===== config.mk =====
export PLATFORM = sky130hd
export DESIGN_NAME = fvlv_sync_decoder
export DESIGN_NICKNAME = d
export VERILOG_FILES = /design/src/rtl/fvlv_pkg.sv /design/src/rtl/fvlv_sync_decoder_pulse_stretch.sv /design/src/rtl/fvlv_sync_decoder.sv
export SDC_FILE = /design/constraint.sdc
export NUM_CORES = 1
export LEC_CHECK = 0
export ABC_CLOCK_PERIOD_IN_PS = 3000
export BUFFER_PORTS_ARGS = -buffer_cell sky130_fd_sc_hd__buf_4
export CAP_MARGIN = 15
export CORE_UTILIZATION = 55
export CTS_CLUSTER_SIZE = 25
export DETAILED_ROUTE_END_ITERATION = 10
export GPL_ROUTABILITY_DRIVEN = 0
export PLACE_DENSITY = 0.8
export SLEW_MARGIN = 5
export SYNTH_ARGS = -nofsm -noshare
export SYNTH_HDL_FRONTEND = slang
export SYNTH_SLANG_ARGS = --single-unit

===== constraint.sdc =====
create_clock -name sys_clk -period 3 [get_ports sys_clk]
set_input_delay 0.15 -clock sys_clk [delete_from_list [all_inputs] [get_ports sys_clk]]
set_output_delay 0.15 -clock sys_clk [all_outputs]
set_load 0.02 [all_outputs]

===== src/rtl/fvlv_pkg.sv =====
// fvlv_pkg: shared decoder state encoding, counter widths and helpers.
package fvlv_pkg;

    typedef enum logic [1:0] {
        WAIT_IDLE = 2'd0,
        IDLE      = 2'd1,
        FRAME     = 2'd2,
        LINE      = 2'd3
    } dec_state_t;

    localparam int PIX_CNT_W   = 12;
    localparam int LINE_CNT_W  = 11;
    localparam int FRAME_CNT_W = 16;
    localparam int PULSE_W     = 8;

    typedef logic [PIX_CNT_W-1:0]   pix_cnt_t;
    typedef logic [LINE_CNT_W-1:0]  line_cnt_t;
    typedef logic [FRAME_CNT_W-1:0] frame_cnt_t;
    typedef logic [PULSE_W-1:0]     pulse_len_t;

    // Saturating increments: counters stick at all-ones instead of wrapping.
    function automatic pix_cnt_t pix_sat_inc(input pix_cnt_t c);
        return (c == '1) ? c : c + pix_cnt_t'(1);
    endfunction

    function automatic line_cnt_t line_sat_inc(input line_cnt_t c);
        return (c == '1) ? c : c + line_cnt_t'(1);
    endfunction

endpackage


===== src/rtl/fvlv_sync_decoder_pulse_stretch.sv =====
// pulse_stretch: turns a one-cycle load strobe into a pulse of 'length' cycles.
// A load while the pulse is running restarts the count from the new load.
module pulse_stretch
    import fvlv_pkg::*;
(
    input  logic       sys_clk,
    input  logic       sys_rst,
    input  logic       load,
    input  pulse_len_t length,
    output logic       pulse
);

    pulse_len_t cnt;

    // Remaining pulse cycles; reload wins over the countdown.
    always_ff @(posedge sys_clk) begin
        if (!sys_rst) begin
            cnt <= '0;
        end else if (load) begin
            cnt <= length;
        end else if (cnt != '0) begin
            cnt <= cnt - pulse_len_t'(1);
        end
    end

    assign pulse = (cnt != '0);

endmodule


===== src/rtl/fvlv_sync_decoder.sv =====
// fvlv_sync_decoder: decodes frame-valid / line-valid camera timing into
// regenerated vsync/hsync, a data enable with aligned data, and line/frame
// length checks plus a completed-frame counter.
module fvlv_sync_decoder
    import fvlv_pkg::*;
#(
    parameter int DATA_W   = 8,
    parameter int H_ACTIVE = 1280,
    parameter int V_ACTIVE = 720,
    parameter int HSYNC_W  = 40,
    parameter int VSYNC_W  = 5
) (
    input  logic                   sys_clk,
    input  logic                   sys_rst,
    input  logic                   fv_i,
    input  logic                   lv_i,
    input  logic [DATA_W-1:0]      data_i,
    output logic                   vsync_o,
    output logic                   hsync_o,
    output logic                   de_o,
    output logic [DATA_W-1:0]      data_o,
    output logic                   line_err_o,
    output logic                   frame_err_o,
    output logic [FRAME_CNT_W-1:0] frame_cnt_o
);

    logic              fv_r, lv_r, fv_d, lv_d, in_valid;
    logic [DATA_W-1:0] data_r;
    dec_state_t        state, state_nxt;
    pix_cnt_t          pix_cnt;
    line_cnt_t         line_cnt, line_cnt_eff;
    frame_cnt_t        frame_cnt_q;
    logic              fv_rise, fv_fall, lv_rise, lv_fall;
    logic              frame_start, frame_end, line_start, line_end, de_nxt;

    // Register the raw inputs once; a second copy feeds the edge detectors.
    // in_valid marks that the input registers hold real samples after reset,
    // so a still-high fv is not mistaken for the idle gap.
    always_ff @(posedge sys_clk) begin
        // NOTE: clocked state uses non-blocking assignments so every register
        // samples pre-edge values regardless of statement order.
        if (!sys_rst) begin
            fv_r     <= 1'b0;
            lv_r     <= 1'b0;
            // NOTE: the data pipeline is reset as well, since data_o must read
            // zero out of reset and data_r feeds it directly.
            data_r   <= '0;
            fv_d     <= 1'b0;
            lv_d     <= 1'b0;
            in_valid <= 1'b0;
        end else begin
            fv_r     <= fv_i;
            lv_r     <= lv_i;
            data_r   <= data_i;
            fv_d     <= fv_r;
            lv_d     <= lv_r;
            in_valid <= 1'b1;
        end
    end

    assign fv_rise = fv_r & ~fv_d;
    assign fv_fall = ~fv_r & fv_d;
    assign lv_rise = lv_r & ~lv_d;
    assign lv_fall = ~lv_r & lv_d;

    // A falling fv inside a line also terminates that line.
    assign frame_start  = (state == IDLE) && fv_rise;
    assign frame_end    = ((state == FRAME) || (state == LINE)) && fv_fall;
    assign line_start   = (state == FRAME) && fv_r && lv_rise;
    assign line_end     = (state == LINE) && (lv_fall || fv_fall);
    assign de_nxt       = fv_r && lv_r && ((state == LINE) || line_start);
    assign line_cnt_eff = line_end ? line_sat_inc(line_cnt) : line_cnt;

    // Decoder state register.
    always_ff @(posedge sys_clk) begin
        if (!sys_rst) state <= WAIT_IDLE;
        else          state <= state_nxt;
    end

    // Next-state decode from the registered fv/lv edges.
    always_comb begin
        // NOTE: default assignment first so no path through the case leaves
        // state_nxt unassigned and infers a latch.
        state_nxt = state;
        case (state)
            WAIT_IDLE: if (in_valid && !fv_r) state_nxt = IDLE;
            IDLE:      if (frame_start)       state_nxt = FRAME;
            FRAME:     if (fv_fall)           state_nxt = IDLE;
                       else if (line_start)   state_nxt = LINE;
            LINE:      if (fv_fall)           state_nxt = IDLE;
                       else if (lv_fall)      state_nxt = FRAME;
            default:                          state_nxt = WAIT_IDLE;
        endcase
    end

    // Pixel, line and frame counters. The line-start cycle is itself a
    // pixel, so the pixel count restarts at one rather than zero.
    always_ff @(posedge sys_clk) begin
        if (!sys_rst) begin
            pix_cnt     <= '0;
            line_cnt    <= '0;
            frame_cnt_q <= '0;
        end else begin
            if (line_start)  pix_cnt <= pix_cnt_t'(1);
            else if (de_nxt) pix_cnt <= pix_sat_inc(pix_cnt);

            if (frame_start) line_cnt <= '0;
            else             line_cnt <= line_cnt_eff;

            if (frame_end) frame_cnt_q <= frame_cnt_q + frame_cnt_t'(1);
        end
    end

    // Registered data enable, aligned data and one-cycle error strobes.
    always_ff @(posedge sys_clk) begin
        if (!sys_rst) begin
            de_o        <= 1'b0;
            data_o      <= '0;
            line_err_o  <= 1'b0;
            frame_err_o <= 1'b0;
        end else begin
            de_o        <= de_nxt;
            data_o      <= de_nxt ? data_r : '0;
            line_err_o  <= line_end && (pix_cnt != pix_cnt_t'(H_ACTIVE));
            frame_err_o <= frame_end && (line_cnt_eff != line_cnt_t'(V_ACTIVE));
        end
    end

    assign frame_cnt_o = frame_cnt_q;

    pulse_stretch u_hsync (
        .sys_clk (sys_clk),
        .sys_rst (sys_rst),
        .load    (line_end),
        .length  (pulse_len_t'(HSYNC_W)),
        .pulse   (hsync_o)
    );

    pulse_stretch u_vsync (
        .sys_clk (sys_clk),
        .sys_rst (sys_rst),
        .load    (frame_start),
        .length  (pulse_len_t'(VSYNC_W)),
        .pulse   (vsync_o)
    );

endmodule


# Word-level counts from Yosys, hierarchy flattened

Cells that the tools add are included.

Logic and storage cells: 90
Register bits after elaboration: 81

Bitwise logic cells: 10
Reduce and logical (&&, ||, !) cells: 27
Equal/unequal tests: 12
Mux-type cells: 17
Add/sub/neg operators: 5

Operators with widths:

| operator                                                           | count |
|---|---|
| 11-bit two-way mux                                                 | 2 |
| 16-bit by 1-bit adder with 16-bit output, second input constant    | 1 |
| 8-bit nonzero test                                                 | 2 |
| 8-bit by 1-bit subtractor with 8-bit output, second input constant | 2 |
| 12-bit by 1-bit adder with 12-bit output, second input constant    | 1 |
| 12-bit equality test, second input constant                        | 1 |
| 2-bit two-way mux                                                  | 6 |
| 6-bit two-way mux                                                  | 2 |
| 12-bit by 11-bit != test with 1-bit output, second input constant  | 1 |
| 11-bit by 1-bit adder with 11-bit output, second input constant    | 1 |
| 11-bit equality test, second input constant                        | 1 |
| 11-bit by 10-bit != test with 1-bit output, second input constant  | 1 |
| 1-bit logical AND                                                  | 10 |
| 2-bit one-hot mux with 4 select lines                              | 1 |
| 3-bit two-way mux                                                  | 2 |
| 2-bit != test, second input constant                               | 3 |
| 3-bit != test, second input constant                               | 2 |
| 1-bit inverter                                                     | 6 |
| 2-bit AND reduction                                                | 3 |
| 2-bit nonzero test                                                 | 3 |
| 2-bit OR reduction                                                 | 3 |
| 1-bit AND                                                          | 4 |
| 2-bit equality test, second input constant                         | 2 |
| 1-bit two-way mux                                                  | 4 |
| other kinds (5)                                                    | 7 |

# Depth between registers and ports, before layout

Gate-level depths: netlist of the first run.

Depth after elaboration: 7
Gate-level depth with buffers: 8
Gate-level depth less buffers: 7

# Modules after synthesis

A second synthesis of the first run with hierarchy kept.

Cells, all modules: 408
Area, all modules: 3651.0 µm²

Modules (own cells, without submodules):

| module            | instances | area an instance (µm²) | sequential area each (µm²) | cells each |
|---|---|---|---|---|
| fvlv_sync_decoder | 1         | 2690.1                 | 1301.2                     | 300 |
| pulse_stretch     | 2         | 480.5                  | 160.2                      | 54 |

# Worst setup path before layout of the first run

Ideal clock, no wire load.

Path type: register to register
From: register fv_r
To: register frame_cnt_q[15] (netlist: frame_cnt_o[15])
Stages on the path, launching flop included: 8
Data arrival time: 1771 ps
Library setup time: 70 ps
Buffers on the path: 1
Path slack: 1158 ps
Required time: 2930 ps
Cells stage by stage: dfxtp_1 -> and3b_1 -> buf_4 -> and4_4 -> nand2_2 -> or3_4 -> or3_1 -> a21oi_1

Longest elaborated chain between the ends: 3

RTL lines:

| item                     | line                     | RTL |
|---|---|---|
| start: declaration       | fvlv_sync_decoder.sv:27  | `logic fv_r, lv_r, fv_d, lv_d, in_valid;` |
| start signal: assignment | fvlv_sync_decoder.sv:52  | `fv_r <= fv_i;` |
| 1-bit inverter           | fvlv_sync_decoder.sv:62  | `assign fv_fall = ~fv_r & fv_d;` |
| 1-bit AND                | fvlv_sync_decoder.sv:62  |  |
| 1-bit logical AND        | fvlv_sync_decoder.sv:68  | `assign frame_end = ((state == FRAME) \|\| (state == LINE)) && fv_fall;` |
| end signal: assignment   | fvlv_sync_decoder.sv:110 | `if (frame_end) frame_cnt_q <= frame_cnt_q + frame_cnt_t'(1);` |
| end: declaration         | fvlv_sync_decoder.sv:32  | `frame_cnt_t frame_cnt_q;` |

Every way passes these cells.
A chain may end at the register's enable or synchronous reset.

# Final worst setup path of the first run

From: register state[1]
To: register frame_cnt_q[15] (netlist: frame_cnt_o[15])

Longest elaborated chain between the ends: 3

RTL lines:

| item                     | line                    | RTL |
|---|---|---|
| start: declaration       | fvlv_sync_decoder.sv:29 | `dec_state_t state, state_nxt;` |
| start signal: assignment | fvlv_sync_decoder.sv:77 | `else state <= state_nxt;` |
| 2-bit equality test      | fvlv_sync_decoder.sv:68 |  |
| 1-bit logical OR (*)     | fvlv_sync_decoder.sv:68 |  |
| 1-bit logical AND (*)    | fvlv_sync_decoder.sv:68 |  |

Mark *: on every way between the ends. The rest lies on a longest branch, timed or not.

==> qor.yml, run 1 <==
status:
  status: "finished, final reports clean"
setup_path:
  cp-start-kind: "register"
  path_max_fanout: 11
  critical_path_class: "reg2reg"
  crit_slowest_cell: "dfxtp_1"
  critical_path.top_delay_family: "simple AND/OR/NAND/NOR gates"
  critPathArrivalTime_ns: 2.42
  cp_num_buf_inv: 0
  critPathMaxStageDelay_ns: 0.52
  cp-end-kind: "register"
  path_cells: "and3b_1 > and4_4 > nand2_2 > or3_4 > or3_1 > a21oi_1"
  crit_required_ns: 3.29
routing:
  routed-via-count: 2660
  final_antenna_net_count: 0
  drc_errors: 0
  dr.pass1.iters: 4
  avgRoutedWirePerCell_microns: 12.4
  viasPerCell: 5.30
  finalWirelength_microns: 6250
  drt_iter0_drc: 101
clock_tree:
  cts_tree: "done"
  cts_root_buf: "clkbuf_8"
  clock_latency_ns: 0.36
  cts_resized: 0
  clk_pin_slew_worst_paths_ns: 0.09
  cts.sinks: 81
  cts_max_path_buffers: 2
  ctsHoldBuffers: 8
  cts_setup_buffers: 0
  cts_buffers: 9
  h-tree-depth: 3
synth:
  post-synth-top-area-cell: "dfxtp_1"
  ys_types: 42
  syn_area_sq_mm: 0.00337
  synthTopCellsByArea: "dfxtp_1 (48%), nor2_1 (5.8%), xor2_1 (5.2%)"
  syn_nets: 392
  synth_seq_cells: 81
  synth_cells: 374
  syn_area_per_cell_sq_um: 9.00
  synthAdderAreaFrac_pct: 2.23
  synth_warnings: 0
  synth_top_family_by_area: "simple AND/OR/NAND/NOR gates"
  synth-compound-area-share_pct: 9.11
  synthMuxAreaShare_pct: 2.08
  yosysSeqAreaShare_pct: 48.2
  synth_xor_area_share_pct: 8.85
  synth_top_area_share_pct: 48.2
  synth_simple_gate_area_share_pct: 27.0
cells_and_area:
  fill_cells: 475
  layout_commonest_cell: "dfxtp_1"
  drive_above_1_share_pct: 15.0
  multi_input_area_sq_mm: 0.00166
  num_antenna_cells: 0
  fin_cells: 502
  nNetsFinal: 440
  ff_latch_area_sq_mm: 0.00162
  final_cell_mix: "dfxtp_1 (81), nor2_1 (52), buf_4 (41), and2_1 (27), nand2_1 (23)"
  area_delta_synth_final_pct: 18.4
floorplanning:
  rows: 28
  num_io_pins: 41
  die_h_microns: 80.2
  die_x_microns: 80.2
  die_area_sq_mm: 0.00644
  initial_core_util_pct: 56.8
  design.core.area_sq_mm: 0.00592
power_and_ir_drop:
  ir_drop_mv: 0.412
  power.density_mw_per_mm2: 650
  leakage_nw: 1.60
timing:
  slew_headroom_pct: 53.7
  maxSlewViolCount: 0
  fmax_mhz: 470
  fin_skew_ns: 0.0121
  worstMarginPinSlew_ns: 0.694
  finalCritPeriodShare_pct: 71.0
  tns_ns: 0
  final-setup-viol-count: 0
  period_minus_slack_ns: 2.13
  hold_slack_ns: 0.0149
  rsz0062_at_grt: "false"
  hold_viol_final: 0
global_routing:
  grt_pass1_wl_microns: 10300
  track_usage_pct: 20.5
  first_global_vias: 2447
  grt_max_degree: 23
  antenna_found_initial: 0
  gr-total-overflow: 0
placement:
  dp_hpwl_microns: 4380
  port_buffers: 40
  place_inst: 478
job:
  max_cap_viol_count: 0
hold_path:
  hp-class: "in2reg"
synth_stat cells:
cell        n
nand2b_1    5
xor2_1     20
mux2i_1     7
a21oi_1    17
and2_1     27
nor3b_1     2
and3_1      6
and4_4      1
or3_4       1
o211a_1     1
and4_1      3
a311oi_1    1
o31ai_1     2
o21a_1      1
dfxtp_1    81
buf_4       1
inv_1      10
nor3_1      7
o2111ai_1   1
or2_2       1
nor2_1     52
nand4_1    11
a21o_1      2
nor4b_1     2
o21ai_0    11
nand3_1    16
a31oi_1     4
a211oi_2    1
clkbuf_1   11
nand3b_1    2
a211oi_1    5
ha_1        6
nand2_1    23
a31o_2      1
nand2_2     1
and3b_1     1
xnor2_1    14
or3_1       8
nor2b_1     4
a21boi_0    1
o21ba_2     1
nor4_1      2
stage by stage:
stage,setup slack [ns],utilization (%),instance area [sq um],total power [mW]
final,0.870,67.3,3990,2.59
after CTS,0.871,67.3,3990,2.62
after global routing,0.775,67.3,3990,2.74
after floorplan,1.16,-,3370,1.75
after global placement,0.936,62.8,3720,1.85
after detailed placement,0.876,62.8,3720,1.87
registers in the layout, summed over array words and instances (netlist names), 2 cells and up:
name,cells
u_hsync.cnt,8
frame_cnt_o,16
line_cnt,11
data_o,8
pix_cnt,12
data_r,8
state,2
u_vsync.cnt,8
layout make-up:
| cell class | count | share of cell area (%) |
|---|---|---|
| multi-input combinational | 271 | 41.6 |
| clock inverter | 6 | 1.22 |
| inverter | 10 | 0.942 |
| clock buffer | 10 | 3.45 |
| timing repair buffer | 49 | 9.73 |
| sequential | 81 | 40.7 |
| tap | 75 | 2.35 |
logic make-up (layout without fill, tap and decap cells):
logic type | count (synthesis) | after routing
compound gates | 49 | 49
xor+xnor | 34 | 34
fa+ha+maj | 6 | 6
buf+inv | 22 | 75
flops | 81 | 81
mux | 7 | 7
simple gates | 175 | 175
metal layers:
metal	wire length (microns)	track usage (%)	share of wire, %
met1	2950	24.0	47
met2	2930	35.6	47
met3	274	6.36	4.4
met4	87	6.43	1.4
met5	0	0	0
where the power goes:
part | total, mW | internal (mW) | switching [mW]
combinational | 0.583 | 0.272 | 0.311
sequential | 1.27 | 1.19 | 0.0857
clock | 0.736 | 0.330 | 0.406
final timing paths:
check	startpoint	to	slack [ns]	cells past startpoint
hold reg to reg	data_r[1]$_SDFF_PN0_	data_o[1]$_SDFF_PN0_	0.42	1
setup reg to reg	state[1]$_SDFFE_PN0P_	frame_cnt_o[15]$_SDFFE_PN0P_	0.87	6
hold / removal	data_i[1]	data_r[1]$_SDFF_PN0_	0.01	2
setup / recovery	state[1]$_SDFFE_PN0P_	frame_cnt_o[15]$_SDFFE_PN0P_	0.87	6
No activity file was read; power rests on OpenSTA's default activity.
==> inputs of run 2 (changes only) <==
--- a/config.mk
+++ b/config.mk
@@ -5,7 +5,8 @@
 export SDC_FILE = /design/constraint.sdc
 export NUM_CORES = 1
 export LEC_CHECK = 0
-export ABC_CLOCK_PERIOD_IN_PS = 3000
+export ABC_AREA = 1
+export ABC_CLOCK_PERIOD_IN_PS = 2000
 export BUFFER_PORTS_ARGS = -buffer_cell sky130_fd_sc_hd__buf_4
 export CAP_MARGIN = 15
 export CORE_UTILIZATION = 55
==> constraint.sdc (replaced) <==
create_clock -name sys_clk -period 2 [get_ports sys_clk]
set_input_delay 0.1 -clock sys_clk [delete_from_list [all_inputs] [get_ports sys_clk]]
set_output_delay 0.1 -clock sys_clk [all_outputs]
set_load 0.02 [all_outputs]
==> run 2 against run 1 <==
Via count up 23%. Register-to-register slack worse by 0.66 ns. Cell count is 28% higher. Synthesized cell count increased by 34%. Design area is 8.3% higher. Flip-flop and latch count did not move. Largest power group unchanged. Die area increased by 7.0%.
==> qor.yml, run 2 <==
status:
  status: "finished, final reports clean"  # unchanged
cells_and_area:
  final_cell_mix: "nand2_1 (103), inv_1 (81), dfxtp_1 (81), nor2_1 (70), buf_4 (42)"  # was dfxtp_1 (81), nor2_1 (52), buf_4 (41), and2_1 (27), nand2_1 (23)
  multi_input_area_sq_mm: 0.00163  # was 0.00166 sq mm
  nNetsFinal: 577  # was 440
  final_util_pct: 68.0  # was 67.3%
  largest_reg_flops: 16  # unchanged
  fill_cells: 485  # was 475
  ff_latch_area_sq_mm: 0.00162  # unchanged
  fin_cells: 641  # was 502
  layout_commonest_cell: "nand2_1"  # was dfxtp_1
  area_delta_synth_final_pct: 19.6  # was 18.4%
  drive_above_1_share_pct: 13.8  # was 15.0%
  num_antenna_cells: 0  # unchanged
power_and_ir_drop:
  leakage_nw: 1.98  # was 1.60 nW
  ir_drop_mv: 0.756  # was 0.412 mV
  power.density_mw_per_mm2: 980  # was 650 mW/mm^2
synth:
  post-synth-top-area-cell: "dfxtp_1"  # unchanged
  synth_top_area_share_pct: 44.9  # was 48.2%
  synth_seq_cells: 81  # unchanged
  yosysMostFrequentCell: "nand2_1"  # was dfxtp_1
  syn_area_per_cell_sq_um: 7.19  # was 9.00 sq um
  syn_area_sq_mm: 0.00361  # was 0.00337 sq mm
  ys_types: 37  # was 42
  synth_edf_count: 0  # unchanged
  synth_cells: 502  # was 374
  synthTopCellsByArea: "dfxtp_1 (45%), nand2_1 (11%), inv_1 (8.4%)"  # was dfxtp_1 (48%), nor2_1 (5.8%), xor2_1 (5.2%)
  yosysSeqAreaShare_pct: 44.9  # was 48.2%
  syn_nets: 520  # was 392
  synth_warnings: 0  # unchanged
  synth_common_cells: "nand2_1 (103), dfxtp_1 (81), inv_1 (81), nor2_1 (71), nand3_1 (32)"  # was dfxtp_1 (81), nor2_1 (52), and2_1 (27), nand2_1 (23), xor2_1 (20)
  ys_async_sr_fraction_pct: 0  # unchanged
  synth_flop_cell: "dfxtp_1"  # unchanged
floorplanning:
  die_x_microns: 83  # was 80.2 microns
  initial_core_util_pct: 56.8  # about the same
  num_io_pins: 41  # unchanged
  rows: 29  # was 28
  design.core.area_sq_mm: 0.00635  # was 0.00592 sq mm
  die_area_sq_mm: 0.00689  # was 0.00644 sq mm
  die_h_microns: 83  # was 80.2 microns
global_routing:
  antenna_found_initial: 0  # unchanged
  gr-total-overflow: 0  # unchanged
  grt_pass1_wl_microns: 13100  # was 10,300 microns
  first_global_vias: 3133  # was 2,447
  grt_util_met2_pct: 41.1  # was 35.6%
  grt_max_degree: 27  # was 23
  gr-max-usage-layer: "met2"  # unchanged
  track_usage_pct: 23.5  # was 20.5%
  use_met3_pct: 5.67  # was 6.36%
  use_met1_pct: 26.9  # was 24.0%
setup_path:
  crit_required_ns: 1.90  # was 3.29 ns
  critical_path.top_delay_family: "simple AND/OR/NAND/NOR gates"  # unchanged
  cp-end-kind: "primary output"  # was register
  critPathArrivalTime_ns: 1.75  # was 2.42 ns
  cp-start-kind: "register"  # unchanged
  crit_slowest_cell: "dfxtp_1"  # unchanged
  path_max_fanout: 5  # was 11
  critPathMaxStageDelay_ns: 0.33  # was 0.52 ns
  r2r_cells: 8  # was 6
  cp.depth: 8  # was 6
  path_cells: "inv_1 > ha_1 > nand2_1 > nor2_1 > nand2_1 > nor2_2 > inv_1 > buf_4"  # was and3b_1 > and4_4 > nand2_2 > or3_4 > or3_1 > a21oi_1
  cp_num_buf_inv: 3  # was 0
  critical_path_class: "reg2out"  # was reg2reg
  reg2reg_slack_ns: 0.21  # was 0.87 ns
placement:
  port_buffers: 40  # unchanged
  place_inst: 615  # was 478
  dp_slack_ns: 0.253  # was 0.876 ns
  dp_hpwl_microns: 5320  # was 4380 microns
timing:
  setup_slack_ns: 0.150  # was 0.870 ns
  period_minus_slack_ns: 1.85
  hold_viol_final: 0  # unchanged
  fmax_mhz: 540
  worstMarginPinSlew_ns: 0.410  # was 0.694 ns
  final-setup-viol-count: 0  # unchanged
  slew_headroom_pct: 72.4  # was 53.7%
  finalCritPeriodShare_pct: 92.5
  fin_skew_ns: 0.0101  # was 0.0121 ns
  maxSlewViolCount: 0  # unchanged
clock_tree:
  cts.sinks: 81  # unchanged
  clock_latency_ns: 0.36  # about the same
  cts_tree: "done"  # unchanged
  h-tree-depth: 3  # unchanged
  cts_setup_buffers: 0  # unchanged
  cts_buffers: 9  # unchanged
  cts_root_buf: "clkbuf_8"  # unchanged
  clk_pin_slew_worst_paths_ns: 0.09  # about the same
  cts_max_path_buffers: 2  # unchanged
routing:
  routed-via-count: 3284  # was 2,660
  drc_errors: 0  # unchanged
  finalWirelength_microns: 7760  # was 6250 microns
  avgRoutedWirePerCell_microns: 12.1  # was 12.4 microns
  final_antenna_net_count: 0  # unchanged
  dr.pass1.iters: 4  # unchanged
  viasPerCell: 5.12  # was 5.30
  drt_iter0_drc: 225  # was 101
hold_path:
  hp-class: "in2reg"  # unchanged
  worstHoldPathCells: 1  # was 2
job:
  max_cap_viol_count: 0  # unchanged
run 2: power breakdown:
group          switching (mW)  leakage [nW]  total, mW  internal, mW
clock network           0.628         0.102       1.34         0.711
logic                   0.592          1.22      0.989         0.397
registers               0.123         0.660       1.90          1.78
run 2: what timing repair did:
item | in CTS | in global routing
hold buffers | 10 | 0
setup endpoints to repair | 0 | 1
hold endpoints to repair | 10 | 0
gates resized for setup | 0 | 1
run 2: final timing paths:
kind	startpoint	endpoint
worst max-delay path	u_vsync.cnt[0]$_SDFFE_PN0P_	vsync_o
worst min-delay path	sys_rst	in_valid$_DFF_P_
worst max register to register	frame_cnt_o[0]$_SDFFE_PN0P_	frame_cnt_o[14]$_SDFFE_PN0P_
worst min register to register	data_r[7]$_SDFF_PN0_	data_o[7]$_SDFF_PN0_
run 2: cell type report:
cell class	count	share of cell area [%]
clock inverters	7	2.32
multi-input cells	326	37.7
repair buffers	52	9.62
well taps	77	2.23
inverters	89	7.74
clock buffers	9	2.87
flip-flops and latches	81	37.6
run 2: per-layer routing:
layer	share of wire, %	wire length, microns
met1	44	3410
met3	4.4	342
met5	0	0
met4	1.9	146
met2	50	3860
run 2: stage by stage:
| stage | cell area, sq um | power, mW | setup TNS [ns] | hold slack [ns] |
|---|---|---|---|---|
| 6_report | 4320 | 4.23 | 0 | 0.0396 |
| 5_1_grt | 4320 | 4.47 | -0.000741 | 0.0345 |
| 4_1_cts | 4310 | 4.23 | 0 | 0.0307 |
| 3_5_place_dp | 3990 | 2.90 | 0 | 0.286 |
| 3_3_place_gp | 3990 | 2.84 | 0 | 0.281 |
| 2_1_floorplan | 3610 | 2.66 | 0 | 0.128 |
run 2: cells by family after synthesis:
kind of cell	synth area share (%)
compound gates	9.95
xor+xnor	3.16
fa+ha+maj	2.08
buf+inv	10.1
flops	44.9
simple gates	29.8
